$ cat src/rtl/keypad_scan_fifo_pkg.sv
// Shared definitions for the keypad scanner: 4x4 key indices, function codes,
// scan FSM states and a width helper.
package keypad_pkg;

  // $clog2 that never returns 0, so 1-entry ranges still get a 1-bit signal.
  function automatic int unsigned clog2_min1(input int unsigned n);
    return (n < 2) ? 1 : $clog2(n);
  endfunction

  // Key indices (row*4 + col) for the common 1-2-3-A / 4-5-6-B / 7-8-9-C / *-0-#-D pad.
  localparam int unsigned Key1    = 0,  Key2 = 1,  Key3    = 2,  KeyA = 3;
  localparam int unsigned Key4    = 4,  Key5 = 5,  Key6    = 6,  KeyB = 7;
  localparam int unsigned Key7    = 8,  Key8 = 9,  Key9    = 10, KeyC = 11;
  localparam int unsigned KeyStar = 12, Key0 = 13, KeyHash = 14, KeyD = 15;

  // Function codes produced by the downstream encoder for the non-digit keys.
  localparam logic [3:0] FnEnter     = 4'hA;
  localparam logic [3:0] FnResvA     = 4'hB;
  localparam logic [3:0] FnResvB     = 4'hC;
  localparam logic [3:0] FnBackspace = 4'hD;
  localparam logic [3:0] FnForward   = 4'hE;
  localparam logic [3:0] FnClear     = 4'hF;

  typedef enum logic [1:0] {StScan, StDebounce, StHeld} scan_state_e;

endpackage

$ cat src/rtl/keypad_scan_fifo_if.sv
// Key event stream: FIFO head with valid/ready handshake.
interface keypad_scan_fifo_if #(
  parameter int unsigned KW = 4
) ();
  logic [KW-1:0] key_code;
  logic          key_valid;
  logic          key_ready;

  modport master (output key_code, output key_valid, input key_ready);
  modport slave  (input key_code, input key_valid, output key_ready);
endinterface

$ cat src/rtl/keypad_scan_fifo_event_fifo.sv
// Small synchronous FIFO for key events: valid/ready pop side, push with
// full/drop reporting. Drop means a push arrived while full with no pop.
module keypad_event_fifo
  import keypad_pkg::*;
#(
  parameter int unsigned Width = 4,
  parameter int unsigned Depth = 4
) (
  input  logic             clk,
  input  logic             rst,
  input  logic             push,
  input  logic [Width-1:0] push_data,
  input  logic             pop_ready,
  output logic             pop_valid,
  output logic [Width-1:0] pop_data,
  output logic             full,
  output logic             drop
);
  localparam int unsigned PtrW = clog2_min1(Depth);
  localparam int unsigned CntW = clog2_min1(Depth + 1);

  logic [Width-1:0] mem_q [Depth];
  logic [PtrW-1:0]  wr_q, rd_q;
  logic [CntW-1:0]  cnt_q;
  logic             pop, accept;

  assign pop_valid = (cnt_q != '0);
  assign full      = (cnt_q == CntW'(Depth));
  assign pop       = pop_valid && pop_ready;
  // A full FIFO still accepts when the head leaves in the same cycle.
  assign accept    = push && (!full || pop);
  assign drop      = push && full && !pop;
  assign pop_data  = mem_q[rd_q];

  // Storage, pointers (wrap naturally, Depth is a power of 2) and occupancy.
  always_ff @(posedge clk or negedge rst) begin
    if (!rst) begin
      mem_q <= '{default: '0};
      wr_q  <= '0;
      rd_q  <= '0;
      cnt_q <= '0;
    end else begin
      if (accept) begin
        mem_q[wr_q] <= push_data;
        wr_q        <= wr_q + 1'b1;
      end
      if (pop) rd_q <= rd_q + 1'b1;
      if (accept && !pop)      cnt_q <= cnt_q + 1'b1;
      else if (!accept && pop) cnt_q <= cnt_q - 1'b1;
    end
  end
endmodule

$ cat src/rtl/keypad_scan_fifo.sv
// Matrix keypad scanner with debounced press/release and a key event FIFO.
// Optional auto-repeat while held: define KEYPAD_REPEAT_EN.
module keypad_scan_fifo
  import keypad_pkg::*;
#(
  parameter int unsigned ROWS            = 4,
  parameter int unsigned COLS            = 4,
  parameter int unsigned SCAN_DIV        = 6250000,
  parameter int unsigned DEBOUNCE_CYCLES = 30,
  parameter int unsigned FIFO_DEPTH      = 4,
`ifdef KEYPAD_REPEAT_EN
  parameter int unsigned REPEAT_DELAY    = 100,
  parameter int unsigned REPEAT_RATE     = 20,
`endif
  parameter int unsigned KW              = $clog2(ROWS * COLS)
) (
  input  logic                 clk,
  input  logic                 rst,
  input  logic [COLS-1:0]      col_in,
  output logic [ROWS-1:0]      row_out,
  keypad_scan_fifo_if.master   key_if,
  output logic                 key_pressed,
  output logic                 overflow,
  input  logic                 ovf_clr
);
  localparam int unsigned RW = clog2_min1(ROWS);
  localparam int unsigned CW = clog2_min1(COLS);
  localparam int unsigned DW = clog2_min1(SCAN_DIV);
  localparam int unsigned BW = clog2_min1(DEBOUNCE_CYCLES);

  logic [COLS-1:0] col_meta_q, col_sync_q, pat_q, pat_d;
  logic [DW-1:0]   div_q;
  logic [RW-1:0]   row_q, row_d;
  logic [BW-1:0]   cnt_q, cnt_d;
  logic [CW-1:0]   col_idx;
  logic [KW-1:0]   push_code;
  scan_state_e     state_q, state_d;
  logic            tick, all_ones, pressed_q, pressed_d, ev_push, push, drop, fifo_full;

  // Two-flop synchroniser; idle (all released) is all ones.
  always_ff @(posedge clk or negedge rst) begin
    if (!rst) begin
      col_meta_q <= '1;
      col_sync_q <= '1;
    end else begin
      col_meta_q <= col_in;
      col_sync_q <= col_meta_q;
    end
  end

  assign all_ones = &col_sync_q;
  assign tick     = (div_q == DW'(SCAN_DIV - 1));

  // Free-running row-step divider.
  always_ff @(posedge clk or negedge rst) begin
    if (!rst) div_q <= '0;
    else      div_q <= tick ? '0 : div_q + 1'b1;
  end

  // Lowest-index low column of the latched pattern wins.
  always_comb begin
    col_idx = '0;
    for (int i = COLS - 1; i >= 0; i--) begin
      if (!pat_q[i]) col_idx = CW'(i);
    end
  end

  assign push_code = KW'(int'(row_q) * int'(COLS) + int'(col_idx));

  // Scan FSM next state. cnt counts stable press cycles in DEBOUNCE and
  // consecutive released cycles in HELD.
  always_comb begin
    state_d   = state_q;
    row_d     = row_q;
    pat_d     = pat_q;
    cnt_d     = cnt_q;
    pressed_d = pressed_q;
    ev_push   = 1'b0;
    unique case (state_q)
      StScan: begin
        if (!all_ones) begin
          state_d = StDebounce;
          pat_d   = col_sync_q;
          cnt_d   = '0;
        end else if (tick) begin
          row_d = (row_q == RW'(ROWS - 1)) ? '0 : row_q + 1'b1;
        end
      end
      StDebounce: begin
        // Pattern is never all ones here, so this also catches a release.
        if (col_sync_q != pat_q) begin
          state_d = StScan;
          cnt_d   = '0;
        end else if (cnt_q == BW'(DEBOUNCE_CYCLES - 1)) begin
          state_d   = StHeld;
          cnt_d     = '0;
          pressed_d = 1'b1;
          ev_push   = 1'b1;
        end else begin
          cnt_d = cnt_q + 1'b1;
        end
      end
      StHeld: begin
        if (!all_ones) begin
          cnt_d = '0;
        end else if (cnt_q == BW'(DEBOUNCE_CYCLES - 1)) begin
          state_d   = StScan;
          cnt_d     = '0;
          pressed_d = 1'b0;
        end else begin
          cnt_d = cnt_q + 1'b1;
        end
      end
      default: state_d = StScan;
    endcase
  end

  // Scan FSM registers.
  always_ff @(posedge clk or negedge rst) begin
    if (!rst) begin
      state_q   <= StScan;
      row_q     <= '0;
      pat_q     <= '1;
      cnt_q     <= '0;
      pressed_q <= 1'b0;
    end else begin
      state_q   <= state_d;
      row_q     <= row_d;
      pat_q     <= pat_d;
      cnt_q     <= cnt_d;
      pressed_q <= pressed_d;
    end
  end

`ifdef KEYPAD_REPEAT_EN
  localparam int unsigned RepMax = (REPEAT_DELAY > REPEAT_RATE) ? REPEAT_DELAY : REPEAT_RATE;
  localparam int unsigned RepW   = clog2_min1(RepMax + 1);

  logic [RepW-1:0] rep_cnt_q, rep_cnt_d, rep_limit;
  logic            rep_first_q, rep_first_d, rep_push;

  // Repeat timer in divider ticks: first interval REPEAT_DELAY, then REPEAT_RATE.
  always_comb begin
    rep_cnt_d   = rep_cnt_q;
    rep_first_d = rep_first_q;
    rep_push    = 1'b0;
    rep_limit   = rep_first_q ? RepW'(REPEAT_DELAY - 1) : RepW'(REPEAT_RATE - 1);
    if (state_q != StHeld || all_ones) begin
      rep_cnt_d   = '0;
      rep_first_d = 1'b1;
    end else if (tick) begin
      if (rep_cnt_q == rep_limit) begin
        rep_push    = 1'b1;
        rep_cnt_d   = '0;
        rep_first_d = 1'b0;
      end else begin
        rep_cnt_d = rep_cnt_q + 1'b1;
      end
    end
  end

  // Repeat timer registers.
  always_ff @(posedge clk or negedge rst) begin
    if (!rst) begin
      rep_cnt_q   <= '0;
      rep_first_q <= 1'b1;
    end else begin
      rep_cnt_q   <= rep_cnt_d;
      rep_first_q <= rep_first_d;
    end
  end

  assign push = ev_push | rep_push;
`else
  assign push = ev_push;
`endif

  keypad_event_fifo #(
    .Width (KW),
    .Depth (FIFO_DEPTH)
  ) u_fifo (
    .clk       (clk),
    .rst       (rst),
    .push      (push),
    .push_data (push_code),
    .pop_ready (key_if.key_ready),
    .pop_valid (key_if.key_valid),
    .pop_data  (key_if.key_code),
    .full      (fifo_full),
    .drop      (drop)
  );

  // Sticky overflow; a drop in the same cycle as a clear keeps it set.
  always_ff @(posedge clk or negedge rst) begin
    if (!rst)         overflow <= 1'b0;
    else if (drop)    overflow <= 1'b1;
    else if (ovf_clr) overflow <= 1'b0;
  end

  assert property (@(posedge clk) disable iff (!rst) drop |-> fifo_full);

  assign row_out     = ~(ROWS'(1) << row_q);
  assign key_pressed = pressed_q;
endmodule

$ cat src/flat_wrapper.sv
// flat-port wrapper written by rule: the top's interface ports become plain ports
module keypad_scan_fifo_flat import keypad_pkg::*;
#(
  parameter int unsigned ROWS            = 4,
  parameter int unsigned COLS            = 4,
  parameter int unsigned SCAN_DIV        = 6250000,
  parameter int unsigned DEBOUNCE_CYCLES = 30,
  parameter int unsigned FIFO_DEPTH      = 4,

  parameter int unsigned KW              = $clog2(ROWS * COLS)
)
  (clk, rst, col_in, row_out, key_pressed, overflow, ovf_clr, key_if_key_code, key_if_key_valid, key_if_key_ready);
  keypad_scan_fifo_if #(.KW(KW)) key_if_i ();
  input  logic clk;
  input  logic rst;
  input  logic [COLS-1:0] col_in;
  output logic [ROWS-1:0] row_out;
  output logic key_pressed;
  output logic overflow;
  input  logic ovf_clr;
  output wire logic [$bits(key_if_i.key_code)-1:0] key_if_key_code;
  output wire logic [$bits(key_if_i.key_valid)-1:0] key_if_key_valid;
  input wire logic [$bits(key_if_i.key_ready)-1:0] key_if_key_ready;
  assign key_if_key_code = key_if_i.key_code;
  assign key_if_key_valid = key_if_i.key_valid;
  assign key_if_i.key_ready = key_if_key_ready;
  keypad_scan_fifo #(.ROWS(ROWS), .COLS(COLS), .SCAN_DIV(SCAN_DIV), .DEBOUNCE_CYCLES(DEBOUNCE_CYCLES), .FIFO_DEPTH(FIFO_DEPTH), .KW(KW)) u_core (.clk(clk), .rst(rst), .col_in(col_in), .row_out(row_out), .key_if(key_if_i), .key_pressed(key_pressed), .overflow(overflow), .ovf_clr(ovf_clr));
endmodule
$ cat config.mk
export PLATFORM = sky130hd
export DESIGN_NAME = keypad_scan_fifo_flat
export DESIGN_NICKNAME = d
export VERILOG_FILES = /design/src/rtl/keypad_scan_fifo_pkg.sv /design/src/rtl/keypad_scan_fifo_if.sv /design/src/rtl/keypad_scan_fifo_event_fifo.sv /design/src/rtl/keypad_scan_fifo.sv /design/src/flat_wrapper.sv
export SDC_FILE = /design/constraint.sdc
export NUM_CORES = 1
export LEC_CHECK = 0
export CAP_MARGIN = 0
export CORE_MARGIN = 4
export CORE_UTILIZATION = 59
export CTS_BUF_LIST = sky130_fd_sc_hd__clkbuf_8 sky130_fd_sc_hd__clkbuf_16
export CTS_CLUSTER_DIAMETER = 200
export DETAILED_ROUTE_END_ITERATION = 16
export PLACE_DENSITY_LB_ADDON = 0.2
export SYNTH_ARGS = -nofsm -noshare
export SYNTH_HDL_FRONTEND = slang
export SYNTH_SLANG_ARGS = --single-unit
$ cat constraint.sdc
create_clock -name clk -period 3.1 [get_ports clk]
set_input_delay 0.31 -clock clk [delete_from_list [all_inputs] [get_ports clk]]
set_output_delay 0.31 -clock clk [all_outputs]
set_load 0.02 [all_outputs]
==> flow_summary.json, run 1 <==
{
  "cts_setup_buffers": 0,
  "clockRootBuffer": "clkbuf_8",
  "area_growth_pct": 14.6,
  "ys_top_cells_by_count": "dfrtp_1 (57), nand2_1 (30), mux2_2 (19)",
  "detail_route.vias_per_cell": 5.45,
  "setup_viol": 0,
  "drv_cap": 0,
  "cp_max_fo": 8,
  "yosysMostFrequentCell": "dfrtp_1",
  "rr_worst_depth": 11,
  "async_reset_ff_frac": 1.00,
  "rows": 27,
  "synthAdderAreaFrac": 0.0621,
  "ant_nets": 0,
  "drt_iter0_drc": 83,
  "p_leak_nw": 1.84,
  "vdd_drop_max_mv": 0.490,
  "rsz0062_at_grt": "false",
  "first_pass_iters": 4,
  "relSlewSlack": 0.412,
  "drc": 0,
  "min_period_over_period": 0.814,
  "grt_pass1_vias": 2146,
  "hold_path_class": "in2async",
  "place.gp.congestion": 0.766,
  "synth_top_family_by_area": "simple AND/OR/NAND/NOR gates",
  "synth.area.mux_share": 0.106,
  "cts-hold-fix-buffers": 0,
  "status": "complete, but fails checks",
  "clk_latency_ps": 330,
  "startpoint_type": "flip-flop",
  "drive_above_1_share": 0.199,
  "cts.path.max_buffers": 2,
  "fin_hold_ws_ps": -8.09,
  "h-tree-depth": 3,
  "reg2reg_from": "u_core.cnt_q[1]",
  "syn_area_per_cell_um2": 11.8,
  "r2r_end": "u_core.u_fifo.cnt_q[2]",
  "synth-edff-count": 0,
  "fillCellCount": 393,
  "tightest_slew_ps": 875,
  "core-area_um2": 5510,
  "ios": 19,
  "grt_pass1_wl_um": 10000,
  "synth_xor_xnor_area_share": 0.0797,
  "ctsResizeCount": 0,
  "crit_type": "reg2reg",
  "numCtsBuffers": 9,
  "slew_violations": 0,
  "rrSetupSlack_ps": 580,
  "start_util": 0.608,
  "violations": "hold timing",
  "cts_tree": "yes",
  "routed_wl_um": 5550,
  "antenna_found_initial": 0,
  "final.setup.tns_ps": 0,
  "synth-simple-area-share": 0.155,
  "skew_ps": 8.96,
  "synthDistinctLibCells": 46,
  "clock_sink_count": 69,
  "grt_max_degree": 42,
  "vias": 2115,
  "diodes": 0,
  "yosysSeqAreaShare": 0.521,
  "synth_largest_area_cell": "dfrtp_1",
  "dieHeight_um": 83.3,
  "clk_pin_slew_ps": 70,
  "dpl.cell_count": 372,
  "crit_arrival_ps": 2780,
  "fmax_mhz": 396,
  "synthFlopType": "dfrtp_1",
  "powerDensity_nw_per_um2": 557,
  "ys_ff_latch": 69,
  "hold_viol_final": 5,
  "synth_compound_area_frac": 0.0516,
  "syn_nets": 308,
  "period_needed_ps": 2520,
  "yosysWarnings": 0,
  "end_kind": "flip-flop",
  "syn_area_um2": 3350,
  "syn_inst": 284,
  "nets": 335,
  "dpl.hpwl_um": 3870,
  "synthTopCellsByArea": "dfrtp_1 (43%), dfstp_2 (9.4%), mux2_2 (6.4%)",
  "avgRoutedWirePerCell_um": 14.3,
  "die_width_um": 83.3,
  "overflow": 0,
  "grt_util_all_layers": 0.179,
  "critPathRequiredTime_ps": 3360,
  "design.die.area_um2": 6940,
  "portBuffers": 18,
  "yosys.area.top_type_share": 0.426,
  "stdcell_count": 388
}
-- worst max path at each step --
stage	slack [ps]	to	start	cells past startpoint
6_report	580	u_core.u_fifo.cnt_q[2]	u_core.cnt_q[1]	11
5_1_grt	330	u_core.u_fifo.cnt_q[2]	u_core.cnt_q[1]	11
4_1_cts	560	u_core.u_fifo.cnt_q[2]	u_core.cnt_q[1]	11
3_5_place_dp	430	u_core.u_fifo.cnt_q[1]	key_if_key_ready	8
3_3_place_gp	490	u_core.u_fifo.cnt_q[1]	key_if_key_ready	8
2_1_floorplan	780	u_core.u_fifo.cnt_q[2]	u_core.pat_q[2]	9
-- area by class of cell --
cell class | count | area, um2 | share of cell area
multi-input combinational | 193 | 1520 | 0.396
clock inverter | 6 | 87.6 | 0.0228
tap | 72 | 90.1 | 0.0235
timing repair buffer | 20 | 190 | 0.0496
inverter | 18 | 67.6 | 0.0176
clock buffer | 10 | 138 | 0.0359
sequential | 69 | 1740 | 0.454
-- routing by layer --
metal / up-vias / share of wire / track usage / wire length [um]
met5: - / 0 / 0 / 0
met4: 0 / 0.014 / 0.0698 / 78
met3: 7 / 0.036 / 0.0397 / 197
met2: 35 / 0.48 / 0.272 / 2640
met1: 1029 / 0.47 / 0.252 / 2630
li1: 1044 / - / - / -
-- worst max-delay path: stages, from the launching register on --
cell and delay (ps):
dfrtp_1 410, inv_1 70, ha_1 150, and4_1 250, nand2_1 100, nor3_4 270, ha_1 260, inv_1 70
fa_1 430, xor2_1 160, nor2_1 120, xor2_1 150
-- logic make-up (layout without fill, tap and decap cells) --
kind of cell / after synthesis / in the layout
XOR/XNOR: 27 / 27
multiplexers: 28 / 28
flip-flops: 69 / 69
buffers and inverters: 22 / 54
AND/OR/NAND/NOR: 97 / 97
adder cells (fa/ha/maj): 16 / 16
AO/OA/AOI/OAI: 25 / 25
-- layout by cell type (no fill, tap or decap), types with 2 or more instances in the layout --
cell type        count
mux2i_1              5
bufinv_16            2
nand2_1             30
clkbuf_8            10
clkdlybuf4s50_1     17
o21ai_0              4
ha_1                15
dfrtp_1             57
nor2b_1              2
mux4_2               4
nand2b_1             4
xor2_1              12
a21boi_0             2
a21oi_1              6
nand4_1             10
o31ai_1              2
nand3_1             10
o22a_1               3
nor2_1              17
nor3_1               4
xnor2_2              4
and4_1               3
nor4_1               2
inv_1               19
dfstp_2             12
clkinvlp_4           2
mux2_2              19
xnor2_1             11
and3_1               5
buf_4                2
-- metrics by stage --
stage | hold slack [ps] | util | setup slack, ps | power [mW] | area, um2
after floorplan | 14.4 | - | 785 | 1.26 | 3350
after global placement | 346 | 0.655 | 488 | 1.34 | 3610
after detailed placement | 347 | 0.655 | 425 | 1.35 | 3610
after CTS | 0.0734 | 0.696 | 558 | 2.16 | 3830
after global routing | 20.5 | 0.696 | 333 | 2.25 | 3830
final | -8.09 | 0.696 | 576 | 2.14 | 3830
-- flip-flops by register name (all words and copies together), names as in the netlist --
signal and flops:
u_core.col_sync_q 4, u_core.u_fifo.mem_q 16, u_core.col_meta_q 4, u_core.state_q 2, u_core.u_fifo.wr_q 2, u_core.row_q 2
u_core.cnt_q 5, u_core.u_fifo.cnt_q 3, u_core.overflow 1, u_core.u_fifo.rd_q 2, u_core.pat_q 4, u_core.div_q 23
u_core.key_pressed 1
-- power breakdown --
group / total, mW / switching [mW] / internal (mW)
Clock: 0.812 / 0.338 / 0.473
Combinational: 0.308 / 0.183 / 0.125
Sequential: 1.02 / 0.0505 / 0.965
(Power assumes the default switching activity.)
==> inputs of run 2 (changes only) <==
Clock period 3.1 ns to 2.6 ns, I/O delays scaled along.
==> run 2 against run 1 <==
- the run now ends clean
- core utilization up 0.16 points
- cell area up 0.23%
- first-iteration DRC count up 140%
- register-to-register slack worse by 310 ps
- die area unchanged
- sequential power up 20%
- critical path depth down 4
- hold slack better by 340 ps
- total power up 14%
- critical path type unchanged
- critical endpoint is now u_core.u_fifo.cnt_q[1]
==> flow_summary.json, run 2 (same netlist as run 1, synthesis figures left out) <==
{
  "seq_area_um2": 1740,
  "largest_reg_flops": 23,
  "crit_type": "reg2reg",
  "biggestRegsByFlops": "u_core.div_q: 23 flops, u_core.u_fifo.mem_q: 16 flops, u_core.cnt_q: 5 flops",
  "hold_start": "col_in[3]",
  "cts_tree": "yes",
  "nets": 338,
  "routed_wl_um": 5710,
  "vias": 2176,
  "drive_above_1_share": 0.201,
  "clk_latency_ps": 340,
  "rows": 27,
  "hold_viol_final": 0,
  "first_pass_iters": 5,
  "rrSetupSlack_ps": 270,
  "dieHeight_um": 83.3,
  "antenna_found_initial": 0,
  "place_area_um2": 3640,
  "start_util": 0.608,
  "h-tree-depth": 3,
  "ctsResizeCount": 0,
  "grt_pass1_wl_um": 10000,
  "drc": 0,
  "tightest_slew_ps": 715,
  "status": "completed",
  "clockRootBuffer": "clkbuf_8",
  "relSlewSlack": 0.510,
  "core-area_um2": 5510,
  "dpl.hpwl_um": 4110,
  "stdcell_count": 391,
  "portBuffers": 18,
  "area_growth_pct": 14.8,
  "crit_arrival_ps": 2560,
  "period_needed_ps": 2330,
  "design_area_um2": 3840,
  "clk_pin_slew_ps": 80,
  "reg2reg_from": "u_core.u_fifo.cnt_q[1]",
  "final.setup.tns_ps": 0,
  "rr_worst_depth": 7,
  "die_width_um": 83.3,
  "slew_violations": 0,
  "drt_iter0_drc": 197,
  "detail_route.vias_per_cell": 5.57,
  "startpoint_type": "flip-flop",
  "fillCellCount": 388,
  "skew_ps": 12.9,
  "cts_setup_buffers": 0,
  "rsz0062_at_grt": "false",
  "worstHoldPathCells": 1,
  "drv_cap": 0,
  "hold_path_class": "in2reg",
  "fmax_mhz": 429,
  "final_cell_mix": "dfrtp_1 (57), nand2_1 (30), inv_1 (20)",
  "grt_util_all_layers": 0.182,
  "grt_pass1_vias": 2173,
  "holdPathEnd": "u_core.col_meta_q[3]",
  "overflow": 0,
  "diodes": 0,
  "max_flop_register": "u_core.div_q",
  "clock_sink_count": 69,
  "final_common_cell": "dfrtp_1",
  "powerDensity_nw_per_um2": 632,
  "place.gp.congestion": 0.780,
  "design.die.area_um2": 6940,
  "fin_hold_ws_ps": 332,
  "dpl.cell_count": 374,
  "setup_viol": 0,
  "ios": 19,
  "cts.path.max_buffers": 2,
  "critPathRequiredTime_ps": 2830,
  "cts-hold-fix-buffers": 1,
  "vdd_drop_max_mv": 0.625,
  "avgRoutedWirePerCell_um": 14.6,
  "ant_nets": 0,
  "p_leak_nw": 1.86,
  "end_kind": "flip-flop",
  "cp_max_fo": 4,
  "min_period_over_period": 0.896,
  "r2r_end": "u_core.u_fifo.cnt_q[1]",
  "multi_input_area_um2": 1520,
  "numCtsBuffers": 9,
  "grt_max_degree": 42
}
run 2: cell count changes in the layout (fill, tap and decap cells not counted), sizes merged:
| cell | previous run | this run |
|---|---|---|
| inv | 19 | 22 |
| buf | 3 | 5 |
| bufinv | 2 | 0 |
| clkbuf | 10 | 12 |
| clkinvlp | 2 | 0 |
| clkinv | 1 | 0 |
| dlygate4sd3 | 0 | 1 |
run 2: metrics by stage:
step,setup slack (ps),utilization,power [mW]
floorplan,285,-,1.50
global placement,64.4,0.660,1.60
detailed placement,23.7,0.660,1.61
CTS,258,0.698,2.46
global route,100,0.698,2.57
finish,269,0.698,2.43
run 2: worst max path at each step:
stage | slack, ps | startpoint | endpoint
3_3_place_gp | 60 | key_if_key_ready | u_core.u_fifo.cnt_q[1]
2_1_floorplan | 280 | u_core.pat_q[2] | u_core.u_fifo.cnt_q[2]
5_1_grt | 100 | u_core.cnt_q[1] | u_core.u_fifo.cnt_q[2]
4_1_cts | 260 | u_core.u_fifo.cnt_q[1] | u_core.u_fifo.cnt_q[1]
6_report | 270 | u_core.u_fifo.cnt_q[1] | u_core.u_fifo.cnt_q[1]
3_5_place_dp | 20 | key_if_key_ready | u_core.u_fifo.cnt_q[1]
run 2: report_power, final:
group | internal (mW) | switching (mW) | total, mW
registers | 1.15 | 0.0635 | 1.22
clock network | 0.451 | 0.384 | 0.835
logic | 0.153 | 0.227 | 0.380
total | 1.76 | 0.674 | 2.43
run 2: layout make-up:
cell class              instances  area share
flip-flops and latches         69       0.453
multi-input cells             193       0.395
repair buffers                 23      0.0593
clock buffers                  12      0.0459
well taps                      72      0.0234
inverters                      18      0.0176
clock inverters                 4     0.00521
run 2: worst max-delay path: stages, from the launching register on:
cell     delay (ps)
dfrtp_1         420
or4b_2          690
nand2_1         120
nor3_4           40
ha_1            200
inv_1            90
fa_1            390
mux2_2          270
run 2: per-layer routing:
metal | vias up | global-route usage | share of wire
met5 | - | 0 | 0
met3 | 9 | 0.0526 | 0.048
li1 | 1047 | - | -
met2 | 48 | 0.286 | 0.49
met4 | 0 | 0.0669 | 0.015
met1 | 1072 | 0.239 | 0.45
==> inputs of run 3 (changes only) <==
Settings changed: CORE_UTILIZATION 59 to 64.
Clock period 2.6 ns to 2.75 ns, I/O delays scaled along.
==> run 3 against run 2 <==
- fmax is 7.9% lower
- first-iteration DRC count is 27% lower
- cell area decreased by 0.59%
- highest routed layer unchanged
- non-clock buffer count down 2
==> flow_summary.json, run 3 (same netlist as run 1, synthesis figures left out) <==
{
  "status": "completed",
  "slowest_stage": "fa_1",
  "startpoint": "u_core.cnt_q[1]",
  "grt_pass1_vias": 2056,
  "vias": 2114,
  "powerDensity_nw_per_um2": 611,
  "fmax_mhz": 395,
  "cts-hold-fix-buffers": 0,
  "hold_path_class": "in2async",
  "multi_input_area_um2": 1520,
  "detail_route.vias_per_cell": 5.46,
  "final_util": 0.753,
  "hold_viol_final": 0,
  "dp_slack_ps": 113,
  "skew_ps": 7.97,
  "start_util": 0.659,
  "h-tree-depth": 3,
  "end_kind": "flip-flop",
  "relSlewSlack": 0.452,
  "crit_type": "reg2reg",
  "diodes": 0,
  "die_width_um": 80.3,
  "tightest_slew_ps": 822,
  "rrSetupSlack_ps": 220,
  "cts.path.max_buffers": 2,
  "critPathRequiredTime_ps": 3010,
  "core-area_um2": 5070,
  "biggestRegsByFlops": "u_core.div_q: 23 flops, u_core.u_fifo.mem_q: 16 flops, u_core.cnt_q: 5 flops",
  "final_cell_mix": "dfrtp_1 (57), nand2_1 (30), mux2_2 (19)",
  "clk_latency_ps": 340,
  "rr_worst_depth": 11,
  "startpoint_type": "flip-flop",
  "seq_area_um2": 1740,
  "antenna_found_initial": 0,
  "dpl.cell_count": 371,
  "cts_tree": "yes",
  "ant_nets": 0,
  "clockRootBuffer": "clkbuf_8",
  "cts_setup_buffers": 0,
  "clk_pin_slew_ps": 80,
  "nets": 336,
  "overflow": 0,
  "grt_util_all_layers": 0.204,
  "place.gp.congestion": 0.806,
  "rows": 26,
  "slew_violations": 0,
  "min_period_over_period": 0.920,
  "final.setup.tns_ps": 0,
  "routed_wl_um": 5650,
  "fin_ws_ps": 220,
  "numCtsBuffers": 9,
  "dpl.hpwl_um": 3990,
  "largest_reg_flops": 23,
  "max_flop_register": "u_core.div_q",
  "fillCellCount": 349,
  "path_cells": "inv_1, ha_1, and4_1, nand2_1, nor3_4, ha_1, inv_1, fa_1, xor2_1, nor2_1, xor2_1",
  "drc": 0,
  "grt_max_degree": 70,
  "crit_arrival_ps": 2790,
  "final_common_cell": "dfrtp_1",
  "clock_sink_count": 69,
  "period_needed_ps": 2530,
  "drv_cap": 0,
  "ios": 19,
  "slowest_delay_ps": 430,
  "avgRoutedWirePerCell_um": 14.6,
  "stdcell_count": 387,
  "rsz0062_at_grt": "false",
  "drive_above_1_share": 0.205,
  "vdd_drop_max_mv": 0.633,
  "dieHeight_um": 80.3,
  "grt_pass1_wl_um": 9890,
  "portBuffers": 18,
  "cp_max_fo": 8,
  "design.die.area_um2": 6450,
  "drt_iter0_drc": 144,
  "first_pass_iters": 4,
  "setup_viol": 0,
  "reg2reg_from": "u_core.cnt_q[1]",
  "ctsResizeCount": 0,
  "fin_hold_ws_ps": 120,
  "p_leak_nw": 1.83,
  "area_growth_pct": 14.2,
  "r2r_end": "u_core.u_fifo.cnt_q[2]"
}
## run 3: cell count changes in the layout (fill, tap and decap cells not counted), sizes merged
cell         change
clkbuf           -3
clkinvlp         +2
buf              -1
bufinv           +1
clkinv           +1
dlygate4sd3      -1
inv              -1
## run 3: critical path, delay by kind of cell, from the launching register on
kind                     cells  cell delay (ps)
adder cells (fa/ha/maj)      3              830
AND/OR/NAND/NOR              4              790
flip-flops                   1              410
XOR/XNOR                     2              320
buffers and inverters        2              130
## run 3: worst max-delay path by stage
stage / to / slack, ps / cells after the start
finish: u_core.u_fifo.cnt_q[2] / 220 / 11
CTS: u_core.u_fifo.cnt_q[2] / 210 / 11
floorplan: u_core.u_fifo.cnt_q[2] / 430 / 9
detailed placement: u_core.u_fifo.cnt_q[1] / 110 / 8
global placement: u_core.u_fifo.cnt_q[1] / 170 / 8
global route: u_core.u_fifo.cnt_q[2] / 50 / 11
## run 3: stage by stage
step,cell area (um2),power [mW]
3_3_place_gp,3610,1.50
2_1_floorplan,3350,1.42
6_report,3820,2.34
3_5_place_dp,3610,1.51
5_1_grt,3820,2.46
4_1_cts,3820,2.36
## run 3: area by class of cell
class	instances	area share
Clock buffer	9	0.0324
Clock inverter	7	0.0216
Inverter	18	0.0177
Multi-Input combinational cell	193	0.398
Sequential cell	69	0.456
Tap cell	70	0.0229
Timing Repair Buffer	21	0.0518
## run 3: routing by layer
metal | up-vias | GRT usage | routed length [um]
met3 | 10 | 0.0594 | 252
met1 | 1020 | 0.267 | 2470
met4 | 0 | 0.0642 | 91
li1 | 1046 | - | -
met5 | - | 0 | 0
met2 | 38 | 0.329 | 2840
## run 3: power by group
group	total (mW)	switching (mW)	internal (mW)
Combinational	0.353	0.211	0.142
Sequential	1.14	0.0555	1.09
Clock	0.840	0.408	0.432
Total	2.34	0.674	1.66
